### src/rtl/umai_chn_striper_if.sv
// Stream bundle between the UMAI protocol engine, the AIB channel bank and
// the channel striper.
//
// Handshake: a transfer happens on a rising clock edge where valid and ready
// are both 1. Valid is never derived from ready on the same interface. A
// producer holds valid and data stable until the transfer completes.
//
// Modport "slave" is the striper itself. Modport "master" is its
// environment: the upstream producer, the channel bank and the downstream
// consumer.
interface umai_chn_striper_if #(
    parameter int NumChannels = 6,
    parameter int DataWidth   = 72
);
    // Upstream transmit flit stream
    logic                   i_valid;
    logic                   o_ready;
    logic [DataWidth-1:0]   i_data;
    // Per-channel transmit
    logic [NumChannels-1:0] o_tx_valid;
    logic [NumChannels-1:0] i_tx_ready;
    logic [DataWidth-1:0]   o_tx_data [NumChannels];
    // Per-channel receive
    logic [NumChannels-1:0] i_rx_valid;
    logic [NumChannels-1:0] o_rx_ready;
    logic [DataWidth-1:0]   i_rx_data [NumChannels];
    // Downstream receive flit stream
    logic                   o_valid;
    logic                   i_ready;
    logic [DataWidth-1:0]   o_data;

    modport slave (
        input  i_valid, i_data, i_tx_ready, i_rx_valid, i_rx_data, i_ready,
        output o_ready, o_tx_valid, o_tx_data, o_rx_ready, o_valid, o_data
    );

    modport master (
        output i_valid, i_data, i_tx_ready, i_rx_valid, i_rx_data, i_ready,
        input  o_ready, o_tx_valid, o_tx_data, o_rx_ready, o_valid, o_data
    );
endinterface

### src/rtl/umai_chn_striper.sv
// Round-robin flit striper between the UMAI engine and the AIB channel bank.
// Transmit spreads one flit stream over channels first..last in ascending
// order. Receive gathers the stream back from the same range in the same
// order. Stopping waits until both pointers return to the first channel, so
// both dies stay aligned on a stripe boundary.
module umai_chn_striper #(
    parameter int NumChannels = 6,
    parameter int DataWidth   = 72,
    parameter int IdW         = $clog2(NumChannels)
) (
    input  logic           i_clk,
    input  logic           i_rst_n,
    input  logic           c_enable,
    input  logic [IdW-1:0] c_first_chn_id,
    input  logic [IdW-1:0] c_last_chn_id,
    output logic           o_cfg_err,
    output logic           o_active,
    output logic [15:0]    o_tx_cnt,
    output logic [15:0]    o_rx_cnt,
    output logic [1:0]     o_dbg_state,   // 0 IDLE, 1 RUN, 2 STOP
    umai_chn_striper_if.slave bus
);

    typedef enum logic [1:0] {
        ST_IDLE = 2'd0,
        ST_RUN  = 2'd1,
        ST_STOP = 2'd2
    } state_e;

    localparam logic [IdW:0] ChnLimit = (IdW+1)'(NumChannels);

    state_e         state_q;
    logic           active_q;
    logic [IdW-1:0] tx_ptr_q, tx_ptr_d;
    logic [IdW-1:0] rx_ptr_q, rx_ptr_d;
    logic [15:0]    tx_cnt_q, rx_cnt_q;

    logic           cfg_err;
    logic           tx_at_first, rx_at_first;
    logic           tx_live, rx_live;
    logic           tx_sel_ready, rx_sel_valid;
    logic [DataWidth-1:0] rx_sel_data;
    logic           tx_hs, rx_hs;

    // Range must be ordered and lie inside the channel bank.
    assign cfg_err = (c_first_chn_id > c_last_chn_id) ||
                     ({1'b0, c_last_chn_id} >= ChnLimit);

    assign tx_at_first = (tx_ptr_q == c_first_chn_id);
    assign rx_at_first = (rx_ptr_q == c_first_chn_id);

    // A side moves flits in RUN, and in STOP only until it is back at the
    // first channel. A bad configuration silences both sides at once.
    assign tx_live = !cfg_err && ((state_q == ST_RUN) ||
                                  ((state_q == ST_STOP) && !tx_at_first));
    assign rx_live = !cfg_err && ((state_q == ST_RUN) ||
                                  ((state_q == ST_STOP) && !rx_at_first));

    // Next channel in the stripe, wrapping at the last channel.
    assign tx_ptr_d = (tx_ptr_q == c_last_chn_id) ? c_first_chn_id : tx_ptr_q + IdW'(1);
    assign rx_ptr_d = (rx_ptr_q == c_last_chn_id) ? c_first_chn_id : rx_ptr_q + IdW'(1);

    // Select the pointed-to channel's handshake inputs.
    always_comb begin
        tx_sel_ready = 1'b0;
        rx_sel_valid = 1'b0;
        rx_sel_data  = '0;
        for (int k = 0; k < NumChannels; k++) begin
            if (IdW'(k) == tx_ptr_q) begin
                tx_sel_ready = bus.i_tx_ready[k];
            end
            if (IdW'(k) == rx_ptr_q) begin
                rx_sel_valid = bus.i_rx_valid[k];
                rx_sel_data  = bus.i_rx_data[k];
            end
        end
    end

    // Steer the upstream flit and the downstream ready to one channel each.
    always_comb begin
        bus.o_tx_valid = '0;
        bus.o_rx_ready = '0;
        for (int k = 0; k < NumChannels; k++) begin
            bus.o_tx_data[k]  = bus.i_data;
            bus.o_tx_valid[k] = tx_live && (IdW'(k) == tx_ptr_q) && bus.i_valid;
            bus.o_rx_ready[k] = rx_live && (IdW'(k) == rx_ptr_q) && bus.i_ready;
        end
    end

    assign bus.o_ready = tx_live && tx_sel_ready;
    assign bus.o_valid = rx_live && rx_sel_valid;
    assign bus.o_data  = rx_sel_data;

    assign tx_hs = bus.i_valid && bus.o_ready;
    assign rx_hs = bus.o_valid && bus.i_ready;

    // Run/stop state machine with both stripe pointers.
    always_ff @(posedge i_clk or negedge i_rst_n) begin
        if (!i_rst_n) begin
            state_q  <= ST_IDLE;
            active_q <= 1'b0;
            tx_ptr_q <= '0;
            rx_ptr_q <= '0;
        end else begin
            case (state_q)
                ST_IDLE: begin
                    tx_ptr_q <= c_first_chn_id;
                    rx_ptr_q <= c_first_chn_id;
                    if (c_enable && !cfg_err) begin
                        state_q  <= ST_RUN;
                        active_q <= 1'b1;
                    end
                end
                ST_RUN: begin
                    if (cfg_err) begin
                        state_q  <= ST_IDLE;
                        active_q <= 1'b0;
                    end else begin
                        if (tx_hs) tx_ptr_q <= tx_ptr_d;
                        if (rx_hs) rx_ptr_q <= rx_ptr_d;
                        if (!c_enable) state_q <= ST_STOP;
                    end
                end
                ST_STOP: begin
                    if (cfg_err) begin
                        state_q  <= ST_IDLE;
                        active_q <= 1'b0;
                    end else begin
                        if (tx_hs) tx_ptr_q <= tx_ptr_d;
                        if (rx_hs) rx_ptr_q <= rx_ptr_d;
                        if (c_enable) begin
                            state_q <= ST_RUN;
                        end else if (tx_at_first && rx_at_first) begin
                            state_q  <= ST_IDLE;
                            active_q <= 1'b0;
                        end
                    end
                end
                default: begin
                    state_q  <= ST_IDLE;
                    active_q <= 1'b0;
                end
            endcase
        end
    end

    // Completed-handshake counters; they survive IDLE and clear only on reset.
    always_ff @(posedge i_clk or negedge i_rst_n) begin
        if (!i_rst_n) begin
            tx_cnt_q <= '0;
            rx_cnt_q <= '0;
        end else begin
            if (tx_hs) tx_cnt_q <= tx_cnt_q + 16'd1;
            if (rx_hs) rx_cnt_q <= rx_cnt_q + 16'd1;
        end
    end

    assign o_cfg_err   = cfg_err;
    assign o_active    = active_q;
    assign o_tx_cnt    = tx_cnt_q;
    assign o_rx_cnt    = rx_cnt_q;
    assign o_dbg_state = state_q;

endmodule

### src/flat_wrapper.sv
// flat-port wrapper written by rule: the top's interface ports become plain ports
module umai_chn_striper_flat 
#(
    parameter int NumChannels = 6,
    parameter int DataWidth   = 72,
    parameter int IdW         = $clog2(NumChannels)
)
  (i_clk, i_rst_n, c_enable, c_first_chn_id, c_last_chn_id, o_cfg_err, o_active, o_tx_cnt, o_rx_cnt, o_dbg_state, bus_i_valid, bus_i_data, bus_i_tx_ready, bus_i_rx_valid, bus_i_rx_data, bus_i_ready, bus_o_ready, bus_o_tx_valid, bus_o_tx_data, bus_o_rx_ready, bus_o_valid, bus_o_data);
  umai_chn_striper_if #(.NumChannels(NumChannels), .DataWidth(DataWidth)) bus_i ();
  input  logic i_clk;
  input  logic i_rst_n;
  input  logic c_enable;
  input  logic [IdW-1:0] c_first_chn_id;
  input  logic [IdW-1:0] c_last_chn_id;
  output logic o_cfg_err;
  output logic o_active;
  output logic [15:0] o_tx_cnt;
  output logic [15:0] o_rx_cnt;
  output logic [1:0] o_dbg_state;
  input wire logic [$bits(bus_i.i_valid)-1:0] bus_i_valid;
  input wire logic [$bits(bus_i.i_data)-1:0] bus_i_data;
  input wire logic [$bits(bus_i.i_tx_ready)-1:0] bus_i_tx_ready;
  input wire logic [$bits(bus_i.i_rx_valid)-1:0] bus_i_rx_valid;
  input wire logic [$bits(bus_i.i_rx_data)-1:0] bus_i_rx_data;
  input wire logic [$bits(bus_i.i_ready)-1:0] bus_i_ready;
  output wire logic [$bits(bus_i.o_ready)-1:0] bus_o_ready;
  output wire logic [$bits(bus_i.o_tx_valid)-1:0] bus_o_tx_valid;
  output wire logic [$bits(bus_i.o_tx_data)-1:0] bus_o_tx_data;
  output wire logic [$bits(bus_i.o_rx_ready)-1:0] bus_o_rx_ready;
  output wire logic [$bits(bus_i.o_valid)-1:0] bus_o_valid;
  output wire logic [$bits(bus_i.o_data)-1:0] bus_o_data;
  assign bus_i.i_valid = bus_i_valid;
  assign bus_i.i_data = bus_i_data;
  assign bus_i.i_tx_ready = bus_i_tx_ready;
  assign bus_i.i_rx_valid = bus_i_rx_valid;
  assign bus_i.i_rx_data = {>>{bus_i_rx_data}};
  assign bus_i.i_ready = bus_i_ready;
  assign bus_o_ready = bus_i.o_ready;
  assign bus_o_tx_valid = bus_i.o_tx_valid;
  assign bus_o_tx_data = {>>{bus_i.o_tx_data}};
  assign bus_o_rx_ready = bus_i.o_rx_ready;
  assign bus_o_valid = bus_i.o_valid;
  assign bus_o_data = bus_i.o_data;
  umai_chn_striper #(.NumChannels(NumChannels), .DataWidth(DataWidth), .IdW(IdW)) u_core (.i_clk(i_clk), .i_rst_n(i_rst_n), .c_enable(c_enable), .c_first_chn_id(c_first_chn_id), .c_last_chn_id(c_last_chn_id), .o_cfg_err(o_cfg_err), .o_active(o_active), .o_tx_cnt(o_tx_cnt), .o_rx_cnt(o_rx_cnt), .o_dbg_state(o_dbg_state), .bus(bus_i));
endmodule
### config.mk
export PLATFORM = sky130hd
export DESIGN_NAME = umai_chn_striper_flat
export DESIGN_NICKNAME = d
export VERILOG_FILES = /design/src/rtl/umai_chn_striper_if.sv /design/src/rtl/umai_chn_striper.sv /design/src/flat_wrapper.sv
export SDC_FILE = /design/constraint.sdc
export NUM_CORES = 1
export LEC_CHECK = 0
export ABC_AREA = 1
export CORE_AREA = 2 2 416 418
export CTS_CLUSTER_DIAMETER = 50
export DETAILED_ROUTE_END_ITERATION = 6
export DIE_AREA = 0 0 418 420
export SLEW_MARGIN = 25
export SYNTH_ARGS = -nofsm -noshare
export SYNTH_HDL_FRONTEND = slang
export SYNTH_SLANG_ARGS = --single-unit
### constraint.sdc
create_clock -name i_clk -period 7 [get_ports i_clk]
set_input_delay 2.1 -clock i_clk [delete_from_list [all_inputs] [get_ports i_clk]]
set_output_delay 2.1 -clock i_clk [all_outputs]
set_load 0.02 [all_outputs]
Word level (Yosys, flattened, before mapping) --
Index checks and enable logic that the tools add are counted.
Storage, ports and cells: flip-flop bits (word level) 41, bits in latches 0, memory bits (writable) 0, memory bits (read-only) 0, bits of input ports 527, output and inout bits 554, logic and storage cells 125, memories 0
Cells by class: add/sub/neg operators 4, multiply operators 0, divide/modulo/power cells 0, magnitude comparators 2, eq/ne operators 25, shift-type cells 0, muxes and demuxes 39, bitwise operators 0, reduce and logical (&&, ||, !) cells 49
Operators with widths (count):
- $mux W72 | 6
- $logic_and A1 B1 Y1 | 34
- $add A16 B1 Y16 const B | 2
- $mux W3 | 6
- $mux W1 | 17
- $eq A2 B3 Y1 const A | 4
- $eq A3 B3 Y1 | 4
- $eq A3 B3 Y1 const A | 4
- $mux W2 | 6
- $pmux W3 S2 | 2
- $ne A3 B2 Y1 const B | 3
- $reduce_and A3 Y1 | 3
- $ne A2 B1 Y1 const B | 4
- $add A3 B1 Y3 const B | 2
- $eq A1 B3 Y1 const A | 2
- $logic_not A3 Y1 | 2
- $pmux W2 S3 | 1
- $ne A4 B3 Y1 const B | 1
- $reduce_and A4 Y1 | 1
- $ge A3 B3 Y1 const B | 1
- $gt A3 B3 Y1 | 1
- $logic_not A1 Y1 | 3
- $logic_or A1 B1 Y1 | 3
- $pmux W1 S3 | 1
- other kinds (6) | 6

Depth between registers and ports, before layout --
depth in word-level cells 12, depth in mapped cells 16, mapped depth without buffers 15

Least setup slack after synthesis --
No wires, ideal clock.
path type input to output, start point in c_last_chn_id[2], end point out bus_o_rx_ready[0], arrival time 3.740 ns, required time 4.900 ns, slack 1.160 ns, stages on the path 11, buffers on the path 0, cell sequence inv_1 -> ha_1 -> a21oi_1 -> nand2_1 -> nand2_1 -> nand2_1 -> inv_1 -> nand2_1 -> inv_1 -> nand2_1 -> nor3_1
Between the ends: longest elaborated chain between the ends 6, elaborated cells between the ends (all ways) 7, those cells by class order compare: 2; reduce/logical: 5
RTL lines:
- start: declaration | line flat_wrapper.sv:14 | input logic [IdW-1:0] c_last_chn_id;
- $gt A3 B3 Y1 / $ge A3 B3 Y1 (equally long branches) | line umai_chn_striper.sv:46, umai_chn_striper.sv:47
- $logic_or A1 B1 Y1 (*) | line umai_chn_striper.sv:46 | assign cfg_err = (c_first_chn_id > c_last_chn_id) ||
- net o_cfg_err | line flat_wrapper.sv:15 | output logic o_cfg_err;
- $logic_not A1 Y1 (*) | line umai_chn_striper.sv:56 | assign rx_live = !cfg_err && ((state_q == ST_RUN) ||
- $logic_and A1 B1 Y1 (*) | line umai_chn_striper.sv:56
- $logic_and A1 B1 Y1 (*) (2 in series) | line umai_chn_striper.sv:86 | bus.o_rx_ready[k] = rx_live && (IdW'(k) == rx_ptr_q) && bus.i_ready;
- end: declaration | line flat_wrapper.sv:29 | output wire logic [$bits(bus_i.o_rx_ready)-1:0] bus_o_rx_ready;
The timed path passes the listed nets; every way through them passes the cells marked *.

Worst setup path after layout --
start point in c_last_chn_id[2], end point out bus_o_tx_valid[1]
Between the ends: longest elaborated chain between the ends 6, elaborated cells between the ends (all ways) 7, those cells by class order compare: 2; reduce/logical: 5
RTL lines:
- $gt A3 B3 Y1 / $ge A3 B3 Y1 (equally long branches) | line umai_chn_striper.sv:46, umai_chn_striper.sv:47
- $logic_or A1 B1 Y1 (*) | line umai_chn_striper.sv:46
- $logic_not A1 Y1 (*) | line umai_chn_striper.sv:54 | assign tx_live = !cfg_err && ((state_q == ST_RUN) ||
- $logic_and A1 B1 Y1 (*) | line umai_chn_striper.sv:54
- $logic_and A1 B1 Y1 (*) (2 in series) | line umai_chn_striper.sv:85 | bus.o_tx_valid[k] = tx_live && (IdW'(k) == tx_ptr_q) && bus.i_valid;
- end: declaration | line flat_wrapper.sv:27 | output wire logic [$bits(bus_i.o_tx_valid)-1:0] bus_o_tx_valid;
Every way passes the cells marked *; elsewhere a longest branch is shown, timed or not.

==> results by group <==
Status
  – Status: finished, final reports clean

Synthesis
  – Post-synthesis sequential area ratio: 0.105
  – Post-synthesis adder-cell area fraction: 0.0244
  – Synth Area in Simple Gates: 0.296
  – #FFs+latches synth: 41
  – Post-synthesis async set-or-reset flop share: 1.00
  – Post-synth cell types: 35
  – Mux cell area share after synthesis: 0
  – Synth Area in XOR/XNOR: 0.0224
  – Synth Area in Compound Gates: 0.158
  – Syn nets: 2147
  – YS warnings: 0
  – Post-synth EDFFs: 0
  – Cell count after synthesis: 1601
  – Largest family of logic cells by synthesized area: buffers and inverters
  – Ys flop type: dfrtp_1
  – Synthesized area: 0.00976 mm2
  – Mapped Avg Cell Area: 6.10 um2

Place
  – DPL Wire Length: 77100 um
  – Routability cong.: 0.983
  – Port Buffer Count: 576

Global route
  – First-pass GRT wire length: 107000 um
  – Total gr overflow: 0
  – Largest net degree at the start of global routing: 63
  – All-Layer GR Usage: 0.0917
  – Initial antenna violation count: 24
  – Vias in the first global route: 10500

Clocking
  – Clk sinks: 41
  – Worst skew pair latency: 0.30 ns
  – Num CTS Buffers: 5
  – # resized after CTS: 0
  – # H-tree levels: 2
  – Clock transition at path regs: 0.07 ns
  – Clock Tree Buf Depth: 2
  – TritonCTS clock tree: built
  – Hold buffer count at cts: 0
  – Root buffer cell: clkbuf_16
  – Setup bufs post-CTS: 0

Min path
  – Hold crit path type: reg2reg

Setup path
  – WS Path Type: in2out
  – CP max stage delay: 0.63 ns
  – Slowest-stage cell, CP: clkdlybuf4s50_1
  – Crit Path Max Fanout: 7
  – Reg-to-reg endpoint: u_core.rx_ptr_q[0]$_DFFE_PN0P_
  – Setup crit start kind: primary input
  – CP endpoint: bus_o_tx_valid[1]
  – Worst Path Arrival: 4.64 ns
  – R2r setup slk: 3.39 ns
  – Most used cell, CP: nand2_1
  – Crit. End Element: primary output
  – CP cell instances: clkdlybuf4s50_1 > inv_1 > ha_1 > a21oi_1 > nand2_1 > nand2_1 > nand2_1 > inv_1 > buf_4 > nand3_2 > nor3b_1 > clkdlybuf4s50_1
  – Worst path required time: 4.90 ns
  – Worst r2r src: u_core.rx_ptr_q[1]$_DFFE_PN0P_
  – R2R depth: 16
  – Worst Setup SP: c_last_chn_id[2]

Routing
  – DR iter-0 viols: 1091
  – Via Count: 11200
  – Router iterations before antenna repair: 5
  – DRC: 0
  – Wire length per cell: 21.9 um
  – Via density: 2.85
  – Final WL: 86400 um
  – Number of nets with antenna violations after routing: 0

Power
  – Leak: 0.00539 uW
  – VDD IR-drop max: 0.155 mV
  – Switching Share: 0.624
  – Combinational share of power: 0.896
  – Clock share of power: 0.038
  – Pint: 2400 uW
  – Net Switching: 3980 uW
  – PD cells: 419 mW/mm2
  – Flop pwr share: 0.066

Floorplan
  – Row count: 152
  – Die ar.: 0.176 mm2
  – Initial core utilization: 0.0571
  – # IOs: 1081
  – Die Wd: 418 um
  – Die H: 420 um
  – Core Region: 0.171 mm2

Timing
  – Tightest hold margin: 0.538 ns
  – Clock skew: 0.00272 ns
  – Relative slew slack: 0.375
  – Setup TNS: 0 ns
  – Fin crit share: 0.963
  – Setup violators final: 0
  – RSZ-0062 raised after global routing: no
  – Slew Viols, Final: 0
  – Hold Vio Cnt, Final: 0
  – Slew of the pin with the lowest slew margin: 0.934 ns
  – F_max: 0.148 GHz
  – Tmin final: 6.74 ns

Flow run
  – MaxCap Viol Count: 0

Layout
  – Area Growth Syn to Fin: 56.2%
  – Ratio of cells with drive above 1 in the final layout: 0.0524
  – Nets: 2244
==> worst max-delay path: cells and delay by family <==
kind | cells | cell delay (ns)
adder cells (fa/ha/maj) | 1 | 0.31
AO/OA/AOI/OAI | 1 | 0.17
AND/OR/NAND/NOR | 5 | 0.60
buffers and inverters | 5 | 1.47
==> cell type report <==
type | count | area, um2
Clock buffer | 5 | 125
Timing Repair Buffer | 613 | 6130
Multi-Input combinational cell | 983 | 4910
Sequential cell | 41 | 1030
Antenna cell | 9 | 22.5
Inverter | 54 | 214
Fill cell | 19900 | 156000
Clock inverter | 3 | 21.3
Tap cell | 2233 | 2790
==> kinds of logic after synthesis <==
group / Yosys count
and+or+nand+nor: 686
adders and majority gates: 19
AOI/OAI and AO/OA: 253
buffers and inverters: 577
xor gates and xnor gates: 25
DFF: 41
==> per-stage QoR <==
stage	power (uW)	util	cell area [um2]	worst slack (ns)	instances
finish	6380	0.0892	15300	0.257	3941
global route	6950	0.0892	15200	0.0830	3938
CTS	6650	0.0891	15200	0.211	3932
detailed placement	6370	0.0882	15100	0.241	3924
global placement	6350	0.0882	15100	0.171	3924
floorplan	3310	-	9760	1.16	1601
==> placed cells by master, fill, tap and decap left out, types with 9 or more instances in the layout <==
cell type	n
clkdlybuf4s50_1	548
nand2_1	367
nand3_1	179
nor2_1	106
o21ai_0	99
a31oi_1	72
o211ai_1	71
buf_4	51
inv_1	47
dfrtp_1	41
ha_1	19
xnor2_1	14
buf_12	13
nor3_1	11
xor2_1	11
diode_2	9
==> worst min-delay path by stage <==
stage                     slack (ns)                              end                       startpoint  depth (start not counted)
after CTS                       0.55  u_core.o_tx_cnt[15]$_DFFE_PN0P_  u_core.o_tx_cnt[15]$_DFFE_PN0P_                          2
after global placement          0.52   u_core.o_tx_cnt[5]$_DFFE_PN0P_   u_core.o_tx_cnt[5]$_DFFE_PN0P_                          2
after global routing            0.57   u_core.o_tx_cnt[4]$_DFFE_PN0P_   u_core.o_tx_cnt[4]$_DFFE_PN0P_                          2
final                           0.54   u_core.o_tx_cnt[4]$_DFFE_PN0P_   u_core.o_tx_cnt[4]$_DFFE_PN0P_                          2
after floorplan                 0.53   u_core.rx_ptr_q[0]$_DFFE_PN0P_   u_core.rx_ptr_q[0]$_DFFE_PN0P_                          2
after detailed placement        0.53  u_core.o_tx_cnt[15]$_DFFE_PN0P_  u_core.o_tx_cnt[15]$_DFFE_PN0P_                          2
==> sequential cells by signal, indices dropped and copies added, names as in the netlist <==
name,cells
u_core.tx_ptr_q,3
u_core.rx_ptr_q,3
u_core.o_rx_cnt,16
u_core.o_tx_cnt,16
u_core.o_dbg_state,2
u_core.o_active,1
==> cells in the mapped netlist, types with 2 or more instances <==
| master | instances | share of area |
|---|---|---|
| inv_2 | 5 | 0.0019 |
| o21ai_0 | 99 | 0.051 |
| o211ai_1 | 71 | 0.055 |
| o21ai_1 | 3 | 0.0015 |
| nand3_1 | 179 | 0.092 |
| nor3_1 | 11 | 0.0056 |
| o22ai_1 | 2 | 0.0013 |
| inv_1 | 47 | 0.018 |
| ha_1 | 19 | 0.024 |
| a31oi_1 | 72 | 0.046 |
| nor2_2 | 2 | 0.0013 |
| nor2_1 | 106 | 0.041 |
| buf_2 | 14 | 0.0072 |
| xor2_1 | 11 | 0.0099 |
| a21oi_1 | 3 | 0.0015 |
| nand2_1 | 370 | 0.14 |
| dfrtp_1 | 41 | 0.11 |
| nand4_1 | 4 | 0.0026 |
| buf_1 | 19 | 0.0073 |
| nor4_1 | 7 | 0.0045 |
| clkbuf_1 | 50 | 0.019 |
| buf_6 | 3 | 0.0035 |
| o31ai_1 | 2 | 0.0015 |
| buf_4 | 437 | 0.34 |
| xnor2_1 | 14 | 0.013 |
==> power by group through the flow <==
stage | registers [uW] | logic [uW] | clock network (uW)
final | 423 | 5720 | 241
after global routing | 438 | 6250 | 263
after CTS | 425 | 5960 | 258
after detailed placement | 427 | 5940 | 0
after global placement | 426 | 5930 | 0
after floorplan | 457 | 2860 | 0
==> per-layer routing <==
metal / vias to the layer above / routed length (um) / track usage
met5: - / 41 / 0.00611
met4: 6 / 2250 / 0.0261
met3: 130 / 14500 / 0.0649
met2: 858 / 40300 / 0.146
met1: 5169 / 29300 / 0.0952
li1: 5084 / - / -
Note: power is estimated with default switching activity, not from simulation.
